File: src/rtl/reply_packer.sv
// reply_packer: buffers one reply packet from the register manager, then streams it to the FX2 IN endpoint.
// A zero-byte packet becomes a zero-length-packet request.
module reply_packer #(
  parameter int DEPTH = 16,
  parameter int AW    = 4
) (
  input  logic        clk,
  input  logic        reset_n,
  input  logic [7:0]  reply_in,
  input  logic        reply_rdy,
  output logic        reply_ack,
  input  logic        reply_end,
  output logic [7:0]  out_data,
  output logic        out_valid,
  output logic        out_last,
  output logic        out_zlp,
  input  logic        out_ready,
  output logic [15:0] pkt_count,
  output logic        overflow,
  output logic        proto_err
);
  typedef enum logic {COLLECT, FLUSH} state_t;
  localparam logic [AW:0] FULL = (AW+1)'(DEPTH);
  localparam logic [AW:0] ONE  = (AW+1)'(1);
  localparam logic [AW:0] TWO  = (AW+1)'(2);
  state_t state_q, state_d;
  logic [7:0] mem [DEPTH];
  logic [AW-1:0] wr_ptr_q, wr_ptr_d, rd_ptr_q, rd_ptr_d;
  logic [AW:0] count_q, count_d;
  logic [7:0] out_data_q, out_data_d;
  logic out_valid_q, out_valid_d, out_last_q, out_last_d, out_zlp_q, out_zlp_d;
  logic [15:0] pkt_count_q, pkt_count_d;
  logic overflow_q, overflow_d, proto_err_q, proto_err_d;
  logic wr_en;
  always_comb begin
    reply_ack   = reply_rdy && state_q == COLLECT;
    wr_en       = reply_ack && count_q != FULL;
    state_d     = state_q;
    wr_ptr_d    = wr_ptr_q;
    rd_ptr_d    = rd_ptr_q;
    count_d     = count_q;
    out_data_d  = out_data_q;
    out_valid_d = out_valid_q;
    out_last_d  = out_last_q;
    out_zlp_d   = out_zlp_q;
    pkt_count_d = pkt_count_q;
    overflow_d  = overflow_q || (reply_ack && count_q == FULL);
    proto_err_d = proto_err_q || (reply_end && state_q == FLUSH);
    if (state_q == COLLECT) begin
      if (wr_en) begin
        wr_ptr_d = wr_ptr_q + 1'b1;
        count_d  = count_q + 1'b1;
      end
      if (reply_end) begin
        state_d     = FLUSH;
        out_valid_d = count_d != '0;
        out_zlp_d   = count_d == '0;
        out_last_d  = count_d == ONE;
        // An empty buffer means the byte being written this cycle is the head.
        out_data_d  = count_q == '0 ? reply_in : mem[rd_ptr_q];
      end
    end else begin
      if (out_valid_q && out_ready) begin
        rd_ptr_d    = rd_ptr_q + 1'b1;
        count_d     = count_q - 1'b1;
        out_valid_d = count_q != ONE;
        out_last_d  = count_q == TWO;
        out_data_d  = mem[rd_ptr_d];
        state_d     = count_q == ONE ? COLLECT : FLUSH;
        pkt_count_d = count_q == ONE ? pkt_count_q + 16'd1 : pkt_count_q;
      end
      if (out_zlp_q && out_ready) begin
        out_zlp_d   = 1'b0;
        state_d     = COLLECT;
        pkt_count_d = pkt_count_q + 16'd1;
      end
    end
  end
  always_ff @(posedge clk or negedge reset_n) begin
    if (!reset_n) begin
      state_q     <= COLLECT;
      wr_ptr_q    <= '0;
      rd_ptr_q    <= '0;
      count_q     <= '0;
      out_data_q  <= '0;
      out_valid_q <= 1'b0;
      out_last_q  <= 1'b0;
      out_zlp_q   <= 1'b0;
      pkt_count_q <= '0;
      overflow_q  <= 1'b0;
      proto_err_q <= 1'b0;
    end else begin
      state_q     <= state_d;
      wr_ptr_q    <= wr_ptr_d;
      rd_ptr_q    <= rd_ptr_d;
      count_q     <= count_d;
      out_data_q  <= out_data_d;
      out_valid_q <= out_valid_d;
      out_last_q  <= out_last_d;
      out_zlp_q   <= out_zlp_d;
      pkt_count_q <= pkt_count_d;
      overflow_q  <= overflow_d;
      proto_err_q <= proto_err_d;
    end
  end
  always_ff @(posedge clk) begin
    if (wr_en) mem[wr_ptr_q] <= reply_in;
  end
  assign out_data  = out_data_q;
  assign out_valid = out_valid_q;
  assign out_last  = out_last_q;
  assign out_zlp   = out_zlp_q;
  assign pkt_count = pkt_count_q;
  assign overflow  = overflow_q;
  assign proto_err = proto_err_q;
endmodule

File: config.mk
export PLATFORM = sky130hd
export DESIGN_NAME = reply_packer
export DESIGN_NICKNAME = d
export VERILOG_FILES = /design/src/rtl/reply_packer.sv
export SDC_FILE = /design/constraint.sdc
export NUM_CORES = 1
export LEC_CHECK = 0
export CAP_MARGIN = 5
export CORE_MARGIN = 4
export CORE_UTILIZATION = 55
export CTS_BUF_LIST = sky130_fd_sc_hd__clkbuf_4 sky130_fd_sc_hd__clkbuf_8 sky130_fd_sc_hd__clkbuf_16
export DETAILED_ROUTE_END_ITERATION = 6
export PLACE_DENSITY = 0.74
export SYNTH_ARGS = -nofsm -noshare
export SYNTH_HDL_FRONTEND = slang
export SYNTH_SLANG_ARGS = --single-unit
export TNS_END_PERCENT = 10
File: constraint.sdc
create_clock -name clk -period 5.2 [get_ports clk]
set_clock_uncertainty 0.1 [all_clocks]
set_input_delay 0.52 -clock clk [delete_from_list [all_inputs] [get_ports clk]]
set_output_delay 0.52 -clock clk [all_outputs]
set_load 0.02 [all_outputs]
After elaboration in Yosys (flattened, before gate mapping)
Memory sizes are Yosys's and may differ from the RTL's.
Index checks and enable logic that the tools add are counted.
{ "word_totals": {"regBits": 43, "mem_bits_rw": 128, "out_inout_bits": 30, "word_cells": 72, "n_memories": 1} }
{ "mem_list": {"columns": ["name", "depth", "word_bits", "read_ports", "rd_clocked_by_memory_dff", "wr", "line", "source"], "rows": [
  ["mem", 16, 8, 2, 0, 1, "27", "logic [7:0] mem [DEPTH];"]
]} }
{ "op_classes": {"add_sub_neg": 5, "eq_ne": 8, "muxes": 27, "bitwise_logic": 1, "reduce_logical": 19} }
{ "ops": {"columns": ["cell", "count"], "rows": [
  ["16-bit 2-to-1 mux", 3],
  ["8-bit 2-to-1 mux", 4],
  ["5-bit 2-to-1 mux", 4],
  ["16-bit by 1-bit adder with 16-bit output, second input constant", 1],
  ["1-bit 2-to-1 mux", 16],
  ["5-bit by 1-bit equality test with 1-bit output, second input constant", 2],
  ["5-bit logical NOT", 2],
  ["4-bit by 1-bit adder with 4-bit output, second input constant", 2],
  ["2-bit AND reduction", 4],
  ["1-bit logical AND", 6],
  ["2-bit nonzero test", 3],
  ["5-bit by 1-bit adder with 5-bit output, second input constant", 1],
  ["5-bit by 2-bit equality test with 1-bit output, second input constant", 1],
  ["5-bit equality test, second input constant", 1],
  ["5-bit by 1-bit != test with 1-bit output, second input constant", 1],
  ["5-bit != test, second input constant", 1],
  ["5-bit nonzero test", 1],
  ["5-bit by 1-bit subtractor with 5-bit output, second input constant", 1],
  ["2-bit by 1-bit != test with 1-bit output, second input constant", 2],
  ["3-bit AND reduction", 1],
  ["1-bit logical OR", 2],
  ["1-bit inverter", 1]
]} }

Longest topological paths before layout
Gate-level depths: netlist (run 1).
{ "logic_depth": {"ltp_word": 8, "mapped_depth": 9, "depth_no_buf": 7} }

Least setup slack after synthesis (run 1)
No wires, ideal clock.
{ "synth_timing": {"path_kind": "reg2reg", "from": "register count_q[0]", "to": "memory mem[3][0], enable pin", "t_arrival_ps": 2250, "required_ps": 4717, "path_slack_ps": 2467, "path_stages_with_launch": 8, "path_buffers": 1, "period_less_slack_ps": 2733, "path_cell_list": "dfrtp_1 > clkbuf_1 > inv_1 > ha_1 > and4bb_1 > nor2_2 > nand2_1 > nor3_1"} }
{ "synth_between": {"elab_chain_len": 4} }
{ "synth_lines": {"columns": ["element", "line", "source"], "rows": [
  ["start, declared", "29", "logic [AW:0] count_q, count_d;"],
  ["start signal, assigned", "96", "count_q <= count_d;"],
  ["5-bit != test", "37", "wr_en = reply_ack && count_q != FULL;"],
  ["1-bit logical AND", "37", null],
  ["1-bit 2-to-1 mux", "107", "if (wr_en) mem[wr_ptr_q] <= reply_in;"],
  ["1-bit 2-to-1 mux (not written as such)", "107", null],
  ["end, declared", "27", null]
]} }
No other way between the ends.

Worst setup path after layout (run 1)
{ "layout_timing": {"from": "register rd_ptr_q[1]", "to": "register out_data_q[3] (netlist: out_data[3])"} }
{ "layout_between": {"elab_chain_len": 4, "elab_cells_between_ends": 6} }
{ "layout_lines": {"columns": ["element", "line", "source"], "rows": [
  ["start, declared", "28", "logic [AW-1:0] wr_ptr_q, wr_ptr_d, rd_ptr_q, rd_ptr_d;"],
  ["start signal, assigned", "95", "rd_ptr_q <= rd_ptr_d;"],
  ["4-bit by 1-bit adder with 4-bit output / memory read 16 x 8 bit (equally long branches)", null, null],
  ["memory read 16 x 8 bit (*)", null, null],
  ["8-bit 2-to-1 mux, on equally long branches", "63, 54", null],
  ["8-bit 2-to-1 mux (*)", "49", "if (state_q == COLLECT) begin"],
  ["end signal, assigned", "97", "out_data_q <= out_data_d;"],
  ["end, declared", "30", "logic [7:0] out_data_q, out_data_d;"]
]} }
Mark *: on every way between the ends. The rest lies on a longest branch, timed or not. The select of a mux whose other input is x is not followed.
A chain may end at the register's enable or synchronous reset.

==> results.toml, run 1 <==
[outcome]
outcome = "finished clean"

[timing]
fin_crit_sh_pct = 66.20
max_slew_margin_pct = 20.81
report.final.setup_viol = 0
grt_setup_unrepaired = "no"
finalCriticalPeriod_ns = 3.442
fin_setup_tns_ns = 0
hold_ws_ns = 0.1690
layout_setup_ws_ns = 1.758
worst-slew-pin-transition_ns = 1.179
finalHoldViolations = 0
max_freq_mhz = 290.5
finalMaxSlewViolations = 0

[placed_design]
io_buffer_count = 42
post-place-ws_ns = 1.712
numPlacedInstances = 730
dpl-instance-area_um2 = 8850
detailedPlacementHpwl_um = 12960
gp_congestion = 0.8707

[yosys]
yosys.area.top_type_share_pct = 45.99
synth_cell_types = 60
synth_sequential_area_ratio_pct = 58.86
synth_enable_flop_cells = 128
synth.most_common_cell = "sky130_fd_sc_hd__edfxtp_1"
synth_fp_nets = 553
synth.yosys.warnings = 0
synth-seq-cells = 171
syn_area_per_cell_um2 = 15.80
synth.cell_area_um2 = 8358
yosys-top-cells-area = "sky130_fd_sc_hd__edfxtp_1 (46%), sky130_fd_sc_hd__mux4_2 (14%), sky130_fd_sc_hd__dfrtp_1 (13%), sky130_fd_sc_hd__mux4_1 (4.1%), sky130_fd_sc_hd__xnor2_1 (2.1%)"
share_of_synthesized_flip_flops_with_an_asynchronous_set_or_reset_pct = 25.15
dominantRegCellSynth = "sky130_fd_sc_hd__edfxtp_1"
synth.top_cells.by_count = "sky130_fd_sc_hd__edfxtp_1 (128), sky130_fd_sc_hd__mux4_2 (51), sky130_fd_sc_hd__dfrtp_1 (43), sky130_fd_sc_hd__nand2_1 (43), sky130_fd_sc_hd__nor2_1 (25)"
synth_largest_area_cell = "sky130_fd_sc_hd__edfxtp_1"
syn-instance-count = 529

[clocking]
htreeDepth = 4
tritoncts = "done"
cts_resized = 0
clk_root_buffer_cell = "sky130_fd_sc_hd__clkbuf_16"
hold_buffers = 0
cts_post_setup_buffers_inserted = 0
cts_made_buffers = 17
ctsLongestPathBuffers = 2
clk_latency_ns = 0.43
clk_pin_slew_ns = 0.07
sink_count_of_the_clock_tree = 171

[grt]
antenna_found_initial = 0
largest_net_degree_at_the_start_of_global_routing = 44
first_global_vias = 5088
grt_pass1_wl_um = 30100
grt.overflow.total = 0
overall_routing_resource_usage_pct = 23.06

[routing]
totalWireLength_um = 19390
dr.pass1.iters = 5
route.vias.total = 5102
drt-initial-drc-count = 478
average_via_count_per_standard_cell = 6.696
wl_per_cell_um = 25.45
drt_drc_violations_left = 0
ant_nets = 0

[power_and_ir_drop]
max-vdd-ir-drop_mv = 0.4099
power.density_nw_per_um2 = 538.6
power.leakage_nw = 3.251

[worst_hold_path]
holdCritPathClass = "in -> async"

[setup_path]
critical_path.endpoint_type = "register"
setup.worst_path.end = "out_data[3]"
worst_ep_arrival_time_ns = 3.64
crit_fanout = 35
worstSetupStartpoint = "rd_ptr_q[1]"
r2r-end = "out_data[3]"
crit_required_ns = 5.40
worst-setup-path-type = "reg -> reg"
worst-r2r-cell-count = 6
timing.reg2reg.setup_slack_ns = 1.76
worst_setup_path_start_kind = "register"
worstReg2RegStart = "rd_ptr_q[1]"

[floorplanning]
io-pin-count = 43
design.die.area_um2 = 17230
die_h_um = 131.3
std_cell_rows = 44
start_util_pct = 56.86
die_x_um = 131.3
placeableCoreArea_um2 = 14700

[cells_and_area]
fraction_of_final_layout_cells_sized_beyond_drive_strength_1_pct = 18.69
area_growth_pct = 12.43
sequential_cell_area_in_the_final_layout_um2 = 4923
finalNetCount = 590
n_antenna_cell = 0
stdcell_area_um2 = 9397
multi_input_area_um2 = 3199
stdcell_count = 762
fillerInstances = 1009

[job]
cap_violations = 0
## how the worst min path moves through the flow
| stage | to | cells after the start | startpoint |
|---|---|---|---|
| after floorplan | count_q[0] | 0 | reset_n |
| after global placement | proto_err | 1 | proto_err |
| after detailed placement | proto_err | 1 | proto_err |
| after CTS | count_q[3] | 1 | reset_n |
| after global routing | count_q[3] | 1 | reset_n |
| final | out_data[3] | 1 | reset_n |
## metal layers
metal	part of all wire, %	routed length, um	GRT usage [%]
met1	40	7831	31.34
met2	50	9689	36.92
met3	7.9	1528	6.078
met4	1.8	340	7.468
met5	0	0	0
## state kept, by name, summed over array words and instances, names as in the netlist
| name | count |
|---|---|
| overflow | 1 |
| out_zlp | 1 |
| wr_ptr_q | 4 |
| out_valid | 1 |
| pkt_count | 16 |
| mem | 128 |
| state_q | 1 |
| count_q | 5 |
| proto_err | 1 |
| out_data | 8 |
| out_last | 1 |
| rd_ptr_q | 4 |
## final cells by class
| cell class | instances | area share, % |
|---|---|---|
| Sequential cell | 171 | 52.40 |
| Multi-Input combinational cell | 318 | 34.05 |
| Timing Repair Buffer | 51 | 5.113 |
| Clock buffer | 19 | 4.754 |
| Tap cell | 184 | 2.450 |
| Clock inverter | 12 | 0.9587 |
| Inverter | 7 | 0.2796 |
## kinds of logic (layout without fill, tap and decap cells)
| kind of cell | Yosys count | count (layout) | share of synthesized area (%) |
|---|---|---|---|
| and+or+nand+nor | 145 | 145 | 8.803 |
| AOI/OAI and AO/OA | 53 | 53 | 4.925 |
| adders and majority gates | 11 | 11 | 1.647 |
| DFF | 171 | 171 | 58.86 |
| buffers and inverters | 40 | 89 | 2.949 |
| muxes | 78 | 78 | 19.57 |
| xor gates and xnor gates | 31 | 31 | 3.248 |
## power breakdown
group / internal, W / leakage [nW] / switching [W] / total [W]
clock network: 0.000630 / 0.253 / 0.000539 / 0.00117
registers: 0.00159 / 1.69 / 0.000239 / 0.00183
logic: 0.00101 / 1.31 / 0.00105 / 0.00206
total: 0.00323 / 3.25 / 0.00183 / 0.00506
## cells in the final DEF, fill, tap and decap left out, drive strengths merged, types with 2 or more instances in the layout
master / instances
clkdlybuf4s50: 41
nor4: 7
mux2: 4
o21ai: 12
nand4: 9
nor2b: 6
xnor2: 20
mux4: 64
o22ai: 4
a21oi: 3
nand2: 44
and3: 5
ha: 11
and2: 3
a2111oi: 11
nor2: 26
a31oi: 6
inv: 11
clkinv: 3
a211oi: 2
mux2i: 10
nand2b: 5
a221oi: 2
buf: 9
clkbuf: 20
dfrtp: 43
nand3: 14
clkinvlp: 5
xor2: 11
edfxtp: 128
or3: 2
o31ai: 2
nor3: 16
## critical path: stages (launching register included)
cell and delay (ns):
sky130_fd_sc_hd__dfrtp_1 0.36, sky130_fd_sc_hd__buf_4 0.30, sky130_fd_sc_hd__ha_2 1.15, sky130_fd_sc_hd__mux4_1 0.66, sky130_fd_sc_hd__and3_1 0.20, sky130_fd_sc_hd__a2111oi_1 0.44, sky130_fd_sc_hd__nor4_1 0.09
## metrics by stage
stage          total power, W  util, %
3_3_place_gp         0.003846    60.21
5_1_grt              0.005297    63.93
3_5_place_dp         0.003896    60.21
2_1_floorplan        0.003433        -
6_report             0.005061    63.93
4_1_cts              0.005059    63.86
No activity file was read; power rests on OpenSTA's default activity.
==> run 2, diff against run 1 <==
==> constraint.sdc (replaced) <==
create_clock -name clk -period 3.35 [get_ports clk]
set_clock_uncertainty 0.1 [all_clocks]
set_input_delay 0.335 -clock clk [delete_from_list [all_inputs] [get_ports clk]]
set_output_delay 0.335 -clock clk [all_outputs]
set_load 0.02 [all_outputs]
==> results.toml, run 2 (synthesis gave the netlist of run 1 again) <==
[job]
cap_violations = 0

[timing]
report.final.setup_viol = 0
fin_crit_sh_pct = 90.68
finalHoldViolations = 0
grt_setup_unrepaired = "no"
worst-slew-pin-transition_ns = 1.103
max_freq_mhz = 329.2
finalMaxSlewViolations = 0
max_slew_margin_pct = 25.94
fin_setup_tns_ns = 0
finalCriticalPeriod_ns = 3.038
layout_setup_ws_ns = 0.3122

[placed_design]
io_buffer_count = 42
post-place-ws_ns = 0.4150
gp_congestion = 0.9141
detailedPlacementHpwl_um = 13730
numPlacedInstances = 749

[floorplanning]
die_x_um = 131.3
placeableCoreArea_um2 = 14700
start_util_pct = 56.86
design.die.area_um2 = 17230
die_h_um = 131.3
std_cell_rows = 44
io-pin-count = 43

[grt]
grt_pass1_wl_um = 31610
overall_routing_resource_usage_pct = 24.34
antenna_found_initial = 0
first_global_vias = 5221
largest_net_degree_at_the_start_of_global_routing = 66
grt.overflow.total = 0

[cells_and_area]
finalNetCount = 609
stdcell_count = 782
area_growth_pct = 15.88
final_common_cell = "sky130_fd_sc_hd__edfxtp_1"
multi_input_area_um2 = 3194
fraction_of_final_layout_cells_sized_beyond_drive_strength_1_pct = 20.90
layout.cells.most_common_list = "sky130_fd_sc_hd__edfxtp_1 (128), sky130_fd_sc_hd__mux4_2 (51), sky130_fd_sc_hd__nand2_1 (43)"
largest_register_ff_count = 128
largest_register_by_flop_count = "mem"
sequential_cell_area_in_the_final_layout_um2 = 4923
n_antenna_cell = 0
fillerInstances = 998

[routing]
totalWireLength_um = 20280
average_via_count_per_standard_cell = 6.762
ant_nets = 0
dr.pass1.iters = 5
wl_per_cell_um = 25.93
route.vias.total = 5288
drt-initial-drc-count = 626
drt_drc_violations_left = 0

[clocking]
clk_latency_ns = 0.44
clk_root_buffer_cell = "sky130_fd_sc_hd__clkbuf_16"
clk_pin_slew_ns = 0.06
sink_count_of_the_clock_tree = 171
htreeDepth = 4
tritoncts = "done"
cts_made_buffers = 17
ctsLongestPathBuffers = 2

[setup_path]
critical_path.endpoint_type = "register"
worst_ep_arrival_time_ns = 3.00
worstSetupStartpoint = "count_q[0]"
worst_setup_path_start_kind = "register"
setup.worst_path.end = "mem[12][7]"
worst-setup-path-type = "reg -> reg"
crit_required_ns = 3.32
crit_fanout = 10
worst-r2r-cell-count = 6
r2r-end = "mem[12][7]"
worstReg2RegStart = "count_q[0]"
timing.reg2reg.setup_slack_ns = 0.31

[worst_hold_path]
holdCritPathClass = "reg -> reg"

[power_and_ir_drop]
max-vdd-ir-drop_mv = 0.6013
power.leakage_nw = 3.410
power.total_w = 0.008410
power.density_nw_per_um2 = 868.3

[outcome]
outcome = "finished clean"
==> run 2: area by class of cell <==
cell class	instances	share of cell area (%)
multi-input combinational	318	32.98
tap	184	2.377
clock buffer	17	4.392
clock inverter	15	2.532
inverter	7	0.2713
sequential	171	50.83
timing repair buffer	70	6.614
==> run 2: worst min path at each step <==
stage                        startpoint       endpoint  slack, ns  cells after the start
after floorplan                 reset_n     count_q[0]      -0.06                      0
final                          overflow       overflow       0.37                      1
after detailed placement       overflow       overflow       0.36                      1
after global placement        proto_err      proto_err       0.34                      1
after global routing      pkt_count[15]  pkt_count[15]       0.40                      1
after CTS                 pkt_count[15]  pkt_count[15]       0.38                      1
==> run 2: what timing repair did <==
action	in CTS	in global routing
resized for setup	0	0
endpoints found under the hold margin	1	0
hold buffers	1	0
setup buffers	0	0
==> run 2: metal layers <==
metal	vias to the layer above	global-route usage [%]	wire length, um	share of wire (%)
met2	314	40.35	10130	50
met4	0	10.21	776	3.8
met3	62	5.237	1741	8.6
met1	2684	31.61	7636	38
met5	-	0	0	0
li1	2228	-	-	-
==> run 2: metrics by stage <==
stage | util (%) | cell area [um2] | hold WS, ns
after detailed placement | 61.26 | 9005 | 0.3605
after CTS | 65.89 | 9686 | 0.3777
final | 65.89 | 9686 | 0.3728
after global placement | 61.26 | 9005 | 0.3418
after floorplan | - | 8358 | -0.06059
after global routing | 65.89 | 9686 | 0.3974
==> run 2: report_power, final <==
part / switching [W] / total, W / internal, W
logic: 0.00176 / 0.00341 / 0.00165
clock network: 0.000822 / 0.00222 / 0.00140
registers: 0.000317 / 0.00278 / 0.00247
==> run 2: worst max-delay path, cell delays in order, from the launching register on <==
cell                       delay [ns]
sky130_fd_sc_hd__dfrtp_1         0.55
sky130_fd_sc_hd__inv_1           0.19
sky130_fd_sc_hd__ha_1            0.27
sky130_fd_sc_hd__and4bb_1        0.27
sky130_fd_sc_hd__nor2_2          0.42
sky130_fd_sc_hd__nand2_1         0.23
sky130_fd_sc_hd__nor2_1          0.63
